<file path="src/rtl/pe_flit_injector.sv">
// PE-side packet injector for one CONNECT send port. It splits each request
// into flits, sends a flit only when the downstream VC has credit, takes back
// returned credits, and keeps packet and stall counters for the NoC monitor.
module pe_flit_injector #(
    parameter int unsigned NUM_VCS           = 2,
    parameter int unsigned VC_BITS           = 1,
    parameter int unsigned DEST_BITS         = 4,
    parameter int unsigned DATA_WIDTH        = 32,
    parameter int unsigned FLIT_BUFFER_DEPTH = 8,
    parameter int unsigned LEN_BITS          = 4
) (
    input  logic                                       clk,
    input  logic                                       rst,
    input  logic                                       req_valid,
    output logic                                       req_ready,
    input  logic [DEST_BITS-1:0]                       req_dest,
    input  logic [VC_BITS-1:0]                         req_vc,
    input  logic [LEN_BITS-1:0]                        req_len,
    input  logic [DATA_WIDTH-1:0]                      req_data,
    output logic [2+DEST_BITS+VC_BITS+DATA_WIDTH-1:0]  flit_out,
    output logic                                       send_flit,
    input  logic [VC_BITS:0]                           credit_in,
    output logic                                       en_recv_credit,
    output logic [15:0]                                pkts_sent,
    output logic [15:0]                                stall_cycles,
    output logic                                       err_credit_ovf
);

    localparam int unsigned CNT_W = $clog2(FLIT_BUFFER_DEPTH + 1);

    localparam logic [0:0] S_IDLE = 1'b0;
    localparam logic [0:0] S_SEND = 1'b1;

    // Network flit layout, valid in the MSB.
    typedef struct packed {
        logic                  valid;
        logic                  tail;
        logic [DEST_BITS-1:0]  dest;
        logic [VC_BITS-1:0]    vc;
        logic [DATA_WIDTH-1:0] data;
    } flit_t;

    logic [0:0]                       state_q, state_d;
    logic [DEST_BITS-1:0]             dest_q, dest_d;
    logic [VC_BITS-1:0]               vc_q, vc_d;
    logic [LEN_BITS-1:0]              len_q, len_d;
    logic [DATA_WIDTH-1:0]            data_q, data_d;
    logic [LEN_BITS-1:0]              idx_q, idx_d;
    flit_t                            flit_q, flit_d;
    logic                             send_flit_q, send_flit_d;
    logic                             req_ready_q, req_ready_d;
    logic                             en_recv_credit_q, en_recv_credit_d;
    logic [15:0]                      pkts_q, pkts_d;
    logic [15:0]                      stall_q, stall_d;
    logic                             ovf_q, ovf_d;
    logic [NUM_VCS-1:0][CNT_W-1:0]    credit_q, credit_d;

    logic [NUM_VCS-1:0]               dec_vec;
    logic [NUM_VCS-1:0]               inc_vec;
    logic                             is_tail;
    logic                             has_credit;

    // Current flit position and credit availability on the active VC.
    always_comb begin
        is_tail    = (idx_q == (len_q - LEN_BITS'(1)));
        has_credit = (credit_q[vc_q] != '0);
    end

    // Packet FSM: request capture, flit generation and status counters.
    always_comb begin
        state_d     = state_q;
        dest_d      = dest_q;
        vc_d        = vc_q;
        len_d       = len_q;
        data_d      = data_q;
        idx_d       = idx_q;
        flit_d      = '0;
        send_flit_d = 1'b0;
        pkts_d      = pkts_q;
        stall_d     = stall_q;
        dec_vec     = '0;

        case (state_q)
            S_IDLE: begin
                // A zero-length request carries nothing and is dropped.
                if (req_valid && req_ready_q && (req_len != '0)) begin
                    dest_d  = req_dest;
                    vc_d    = req_vc;
                    len_d   = req_len;
                    data_d  = req_data;
                    idx_d   = '0;
                    state_d = S_SEND;
                end
            end
            S_SEND: begin
                if (has_credit) begin
                    flit_d.valid     = 1'b1;
                    flit_d.tail      = is_tail;
                    flit_d.dest      = dest_q;
                    flit_d.vc        = vc_q;
                    flit_d.data      = data_q + DATA_WIDTH'(idx_q);
                    send_flit_d      = 1'b1;
                    dec_vec[vc_q]    = 1'b1;
                    idx_d            = idx_q + LEN_BITS'(1);
                    if (is_tail) begin
                        pkts_d  = pkts_q + 16'd1;
                        state_d = S_IDLE;
                    end
                end else if (stall_q != 16'hFFFF) begin
                    stall_d = stall_q + 16'd1;
                end
            end
            default: state_d = S_IDLE;
        endcase

        req_ready_d      = (state_d == S_IDLE);
        en_recv_credit_d = 1'b1;
    end

    // Decode the returned-credit bus into a per-VC increment.
    always_comb begin
        inc_vec = '0;
        if (credit_in[VC_BITS]) begin
            inc_vec[credit_in[VC_BITS-1:0]] = 1'b1;
        end
    end

    // Per-VC credit counters; a full counter rejects returns and flags overflow.
    always_comb begin
        credit_d = credit_q;
        ovf_d    = ovf_q;
        for (int unsigned v = 0; v < NUM_VCS; v++) begin
            if (inc_vec[v] && !dec_vec[v]) begin
                if (credit_q[v] == CNT_W'(FLIT_BUFFER_DEPTH)) begin
                    ovf_d = 1'b1;
                end else begin
                    credit_d[v] = credit_q[v] + CNT_W'(1);
                end
            end else if (dec_vec[v] && !inc_vec[v]) begin
                credit_d[v] = credit_q[v] - CNT_W'(1);
            end
        end
    end

    // State and output registers with synchronous reset.
    always_ff @(posedge clk) begin
        if (rst) begin
            state_q          <= S_IDLE;
            dest_q           <= '0;
            vc_q             <= '0;
            len_q            <= '0;
            data_q           <= '0;
            idx_q            <= '0;
            flit_q           <= '0;
            send_flit_q      <= 1'b0;
            req_ready_q      <= 1'b0;
            en_recv_credit_q <= 1'b0;
            pkts_q           <= '0;
            stall_q          <= '0;
            ovf_q            <= 1'b0;
            credit_q         <= {NUM_VCS{CNT_W'(FLIT_BUFFER_DEPTH)}};
        end else begin
            state_q          <= state_d;
            dest_q           <= dest_d;
            vc_q             <= vc_d;
            len_q            <= len_d;
            data_q           <= data_d;
            idx_q            <= idx_d;
            flit_q           <= flit_d;
            send_flit_q      <= send_flit_d;
            req_ready_q      <= req_ready_d;
            en_recv_credit_q <= en_recv_credit_d;
            pkts_q           <= pkts_d;
            stall_q          <= stall_d;
            ovf_q            <= ovf_d;
            credit_q         <= credit_d;
        end
    end

    assign req_ready      = req_ready_q;
    assign flit_out       = flit_q;
    assign send_flit      = send_flit_q;
    assign en_recv_credit = en_recv_credit_q;
    assign pkts_sent      = pkts_q;
    assign stall_cycles   = stall_q;
    assign err_credit_ovf = ovf_q;

endmodule

</file>
<file path="config.mk">
export PLATFORM = sky130hd
export DESIGN_NAME = pe_flit_injector
export DESIGN_NICKNAME = d
export VERILOG_FILES = /design/src/rtl/pe_flit_injector.sv
export SDC_FILE = /design/constraint.sdc
export NUM_CORES = 1
export LEC_CHECK = 0
export ABC_CLOCK_PERIOD_IN_PS = 3100
export CORE_MARGIN = 2
export CORE_UTILIZATION = 42
export DETAILED_ROUTE_END_ITERATION = 16
export GPL_TIMING_DRIVEN = 0
export PLACE_DENSITY = 0.68
export SLEW_MARGIN = 20
export SYNTH_ARGS = -nofsm -noshare
export SYNTH_HDL_FRONTEND = slang
export SYNTH_SLANG_ARGS = --single-unit
</file>
<file path="constraint.sdc">
create_clock -name clk -period 3.1 [get_ports clk]
set_clock_uncertainty 0.05 [all_clocks]
set_input_delay 0.93 -clock clk [delete_from_list [all_inputs] [get_ports clk]]
set_output_delay 0.93 -clock clk [all_outputs]
set_load 0.05 [all_outputs]
</file>
# After elaboration in Yosys (flattened, before gate mapping)
# Index checks and enable logic that the tools add are counted.
# totals
reg_bits,129
input_bits,46
output_inout_bits,75
# classes
add_sub_neg,9
n_lt_le_gt_ge,4
eq_ne,8
mux,29
bitwise,3
n_reduce_logical,24
# ops
operator,count
$mux 4,10
$mux 39,1
$add 16x1->16 const B,2
$add 32x4->32,1
$ne 16x16->1 const B,1
$add 4x1->4 const B,3
$sub 4x1->4 const B,3
$mux 1,11
$eq 4x4->1 const B,2
$logic_and 1x1->1,8
$pmux 4 s2,1
$reduce_and 2->1,4
$reduce_bool 4->1,2
$mux 2,3
$ne 2x2->1 const B,3
$reduce_and 3->1,2
$eq 4x4->1,1
$logic_not 1->1,4
$lt 1x2->1 const B,2
$reduce_bool 2->1,2
$not 1->1,3
$reduce_or 3->1,1
$demux 1 s1,2
$ge 1x1->1 const B,2
3 further kinds,3

# Depth between registers and ports, before layout
# depth
word_depth,11
ltp_mapped,10

# Least setup slack after synthesis
# OpenSTA, ideal clock, no wires.
# synth_timing
path_kind,input-to-reg
from,in credit_in[1]
to,reg credit_q[3] (netlist bit)
t_arrival_ps,2324
required_time_ps,2978
path_slack_ps,654
stages,8
path_cell_list,nor2b_1 > o21a_1 > inv_1 > ha_1 > o21ai_0 > a21oi_1 > a311oi_1 > mux2i_1
# synth_between
elab_chain_len,5
elab_cells_between_ends,8
cone_classes,eq/ne: 1; mux: 2; reduce/logical: 5
# synth_lines
element,line_no,source
start: declaration,22,"input logic [VC_BITS:0] credit_in,"
$mux 2 (*),123,if (credit_in[VC_BITS]) begin
$logic_not 1->1,139,end else if (dec_vec[v] && !inc_vec[v]) begin
$logic_and 1x1->1,139,
$reduce_bool 2->1 (no source line),--,
$reduce_and 2->1 (no source line),--,
end signal: assignment,161,credit_q <= {NUM_VCS{CNT_W'(FLIT_BUFFER_DEPTH)}};
end signal: assignment,176,credit_q <= credit_d;
end: declaration,56,"logic [NUM_VCS-1:0][CNT_W-1:0] credit_q, credit_d;"
# Mark *: on every way between the ends. The rest lies on a longest branch, timed or not.
# A chain may end at the register's enable or synchronous reset.

# Worst setup path after layout
# Ends and elaborated chain as after synthesis.

==> flow_summary.toml <==
[run_status]
outcome = "finished, final reports clean"

[synthesis]
ys.flop_type = "dfxtp_1"
synth-async-reset-ratio_pct = 0
synth.avg_cell_area_sq_um = 8.47
ys_warn_count = 0
synth_cells = 669
synth.cell_area_sq_um = 5670
synth_cell_type_count = 50
postSynthNetCount = 728
ys_seq_elements = 128
synth_seq_area_share_pct = 45.2
synth_edf_count = 0

[floorplanning]
die_y_microns = 120
core_area_sq_um = 13200
die_x_microns = 120
ioPinCount = 121
rows = 42
dieArea_sq_um = 14400
start_util_pct = 43.0

[timing]
drv_slew = 0
rsz0062_at_grt = "no"
setup_viol = 0
hold_viol = 0
max_freq_ghz = 0.358
slew_headroom_pct = 31.5
hold_ws_ns = 0.411
layout_min_cycle_time_ns = 2.79
fin_ws_ns = 0.306
worstMarginPinSlew_ns = 1.02
fin_crit_sh_pct = 90.1
fin_tns_setup_ns = 0

[setup_path]
path_delay_family = "compound AO/OA/AOI/OAI gates"
endpoint_kind = "register"
path_depth = 9
path_buf_inv = 2
crit_chain = "clkdlybuf4s50_1 > nor2b_1 > o21a_1 > inv_1 > ha_1 > o21ai_0 > a21oi_1 > a311oi_1 > mux2i_1"
criticalPathCategory = "in -> reg"
crit_arrival_ns = 3.09
rrSetupSlack_ns = 0.61
rr_worst_depth = 8
max_stage_delay_ns = 0.50
crit_fanout = 6
crit_slowest_cell = "clkdlybuf4s50_1"
cp-start-kind = "input port"
required_ns = 3.40

[cts]
insertion_delay_ns = 0.42
clockBufferDepth = 2
tritoncts = "done"
cts_resized = 0
cts_post_setup_buffers_inserted = 0
ctsHtreeMaxLevel = 4
clockRootBuffer = "clkbuf_16"
clk_pin_slew_worst_paths_ns = 0.06
cts_buffers = 17
cts-hold-fix-buffers = 0
cts.sinks = 128

[place]
port_buffers = 120
placed_cell_area_sq_um = 7090
dp_hpwl_microns = 10400
gp_congestion = 0.831
post-place-ws_ns = -0.112

[min_path]
min_path_cells = 2
min_path_type = "reg -> reg"

[detailed_routing]
drtAntennaViolNets = 0
wl_microns = 14200
via_count = 5208
drc = 0
drt_pass1_iterations = 5
vias_per_cell = 5.23
drt_iter0_markers = 429
wl_per_cell_microns = 14.3

[global_routing]
grt_overflow = 0
grt_pass1_wl_microns = 23500
grt_pass1_vias = 4961
grt_max_degree = 17
antenna_found_initial = 0
globalRouteTotalUtil_pct = 20.6

[cells_and_area]
drive_gt1_share_pct = 6.34
synthToLayoutAreaGrowth_pct = 35.5
layout_common_cells = "128 x dfxtp_1, 120 x clkdlybuf4s50_1, 109 x nand2_1, 70 x a21oi_1, 56 x nor2_1"
diodes = 0
final_common_cell = "dfxtp_1"
fin_nets = 867
fin_area_sq_um = 7680

[power]
ir_drop_uv = 329
p_per_area_nw_per_um2 = 543
p_total_mw = 4.17
power.leakage_nw = 2.74

[job]
drv_cap = 0
[power breakdown]
| part | internal (mW) | switching [mW] |
|---|---|---|
| clock network | 1.26 | 0.730 |
| registers | 1.70 | 0.0596 |
| logic | 0.185 | 0.240 |
[metal layers]
layer  share of wire [%]  vias to the layer above  global-route usage, %
li1                    -                     2608                      -
met1                  44                     2415                   25.3
met2                  50                      164                   35.1
met3                 5.3                       21                   4.56
met4                 1.7                        0                   7.72
met5                   0                        -                      0
[final timing paths]
path                                              from                        to
worst min register to register  dest_q[2]$_SDFFE_PP0P_    dest_q[2]$_SDFFE_PP0P_
worst max register to register   idx_q[0]$_SDFFE_PP0P_   flit_out[30]$_SDFF_PP0_
worst max-delay path                      credit_in[1]  credit_q[3]$_SDFFE_PP1P_
worst min-delay path            dest_q[2]$_SDFFE_PP0P_    dest_q[2]$_SDFFE_PP0P_
[synth_stat cells, drive strengths merged (8+ instances only)]
library cell / instances / area (sq um)
dfxtp: 128 / 2560
nand2: 110 / 415
a21oi: 70 / 350
nor2: 56 / 210
nand3: 28 / 140
xor2: 28 / 245
clkbuf: 22 / 82.6
o21ai: 22 / 110
and3: 21 / 131
nand4: 20 / 140
or3: 17 / 106
inv: 15 / 56.3
xnor2: 15 / 131
buf: 13 / 70.1
nor3: 13 / 65.1
ha: 12 / 150
mux2i: 11 / 110
or4: 8 / 60.1
[flip-flops by register name (all words and copies together), names as in the netlist, 4 cells and up]
register and cells:
credit_q 8, data_q 32, dest_q 4, flit_out 39, idx_q 4, len_q 4, pkts_sent 16, stall_cycles 16
[worst min-delay path, stage by stage (launching register included)]
cell     delay [ns]
dfxtp_1        0.30
nand2_1        0.05
a21oi_1        0.06
[per-stage QoR]
step | util [%] | instances
after floorplan | - | 669
after global placement | 53.7 | 965
after detailed placement | 53.7 | 965
after CTS | 58.2 | 996
after global routing | 58.2 | 996
final | 58.2 | 996
[layout make-up]
class,count,area [sq um]
multi-input combinational,491,2890
tap,176,220
inverter,15,56.3
buffer,35,153
timing repair buffer,120,1200
clock inverter,10,110
fill,1199,5510
clock buffer,21,480
sequential,128,2560
[kinds of logic after synthesis]
family	synth area share, %
AND/OR/NAND/NOR	26.2
flip-flops	45.2
AO/OA/AOI/OAI	12.8
buffers and inverters	3.69
XOR/XNOR	6.65
multiplexers	2.41
adder cells (fa/ha/maj)	3.00
Power figures use the tool's default switching activity.
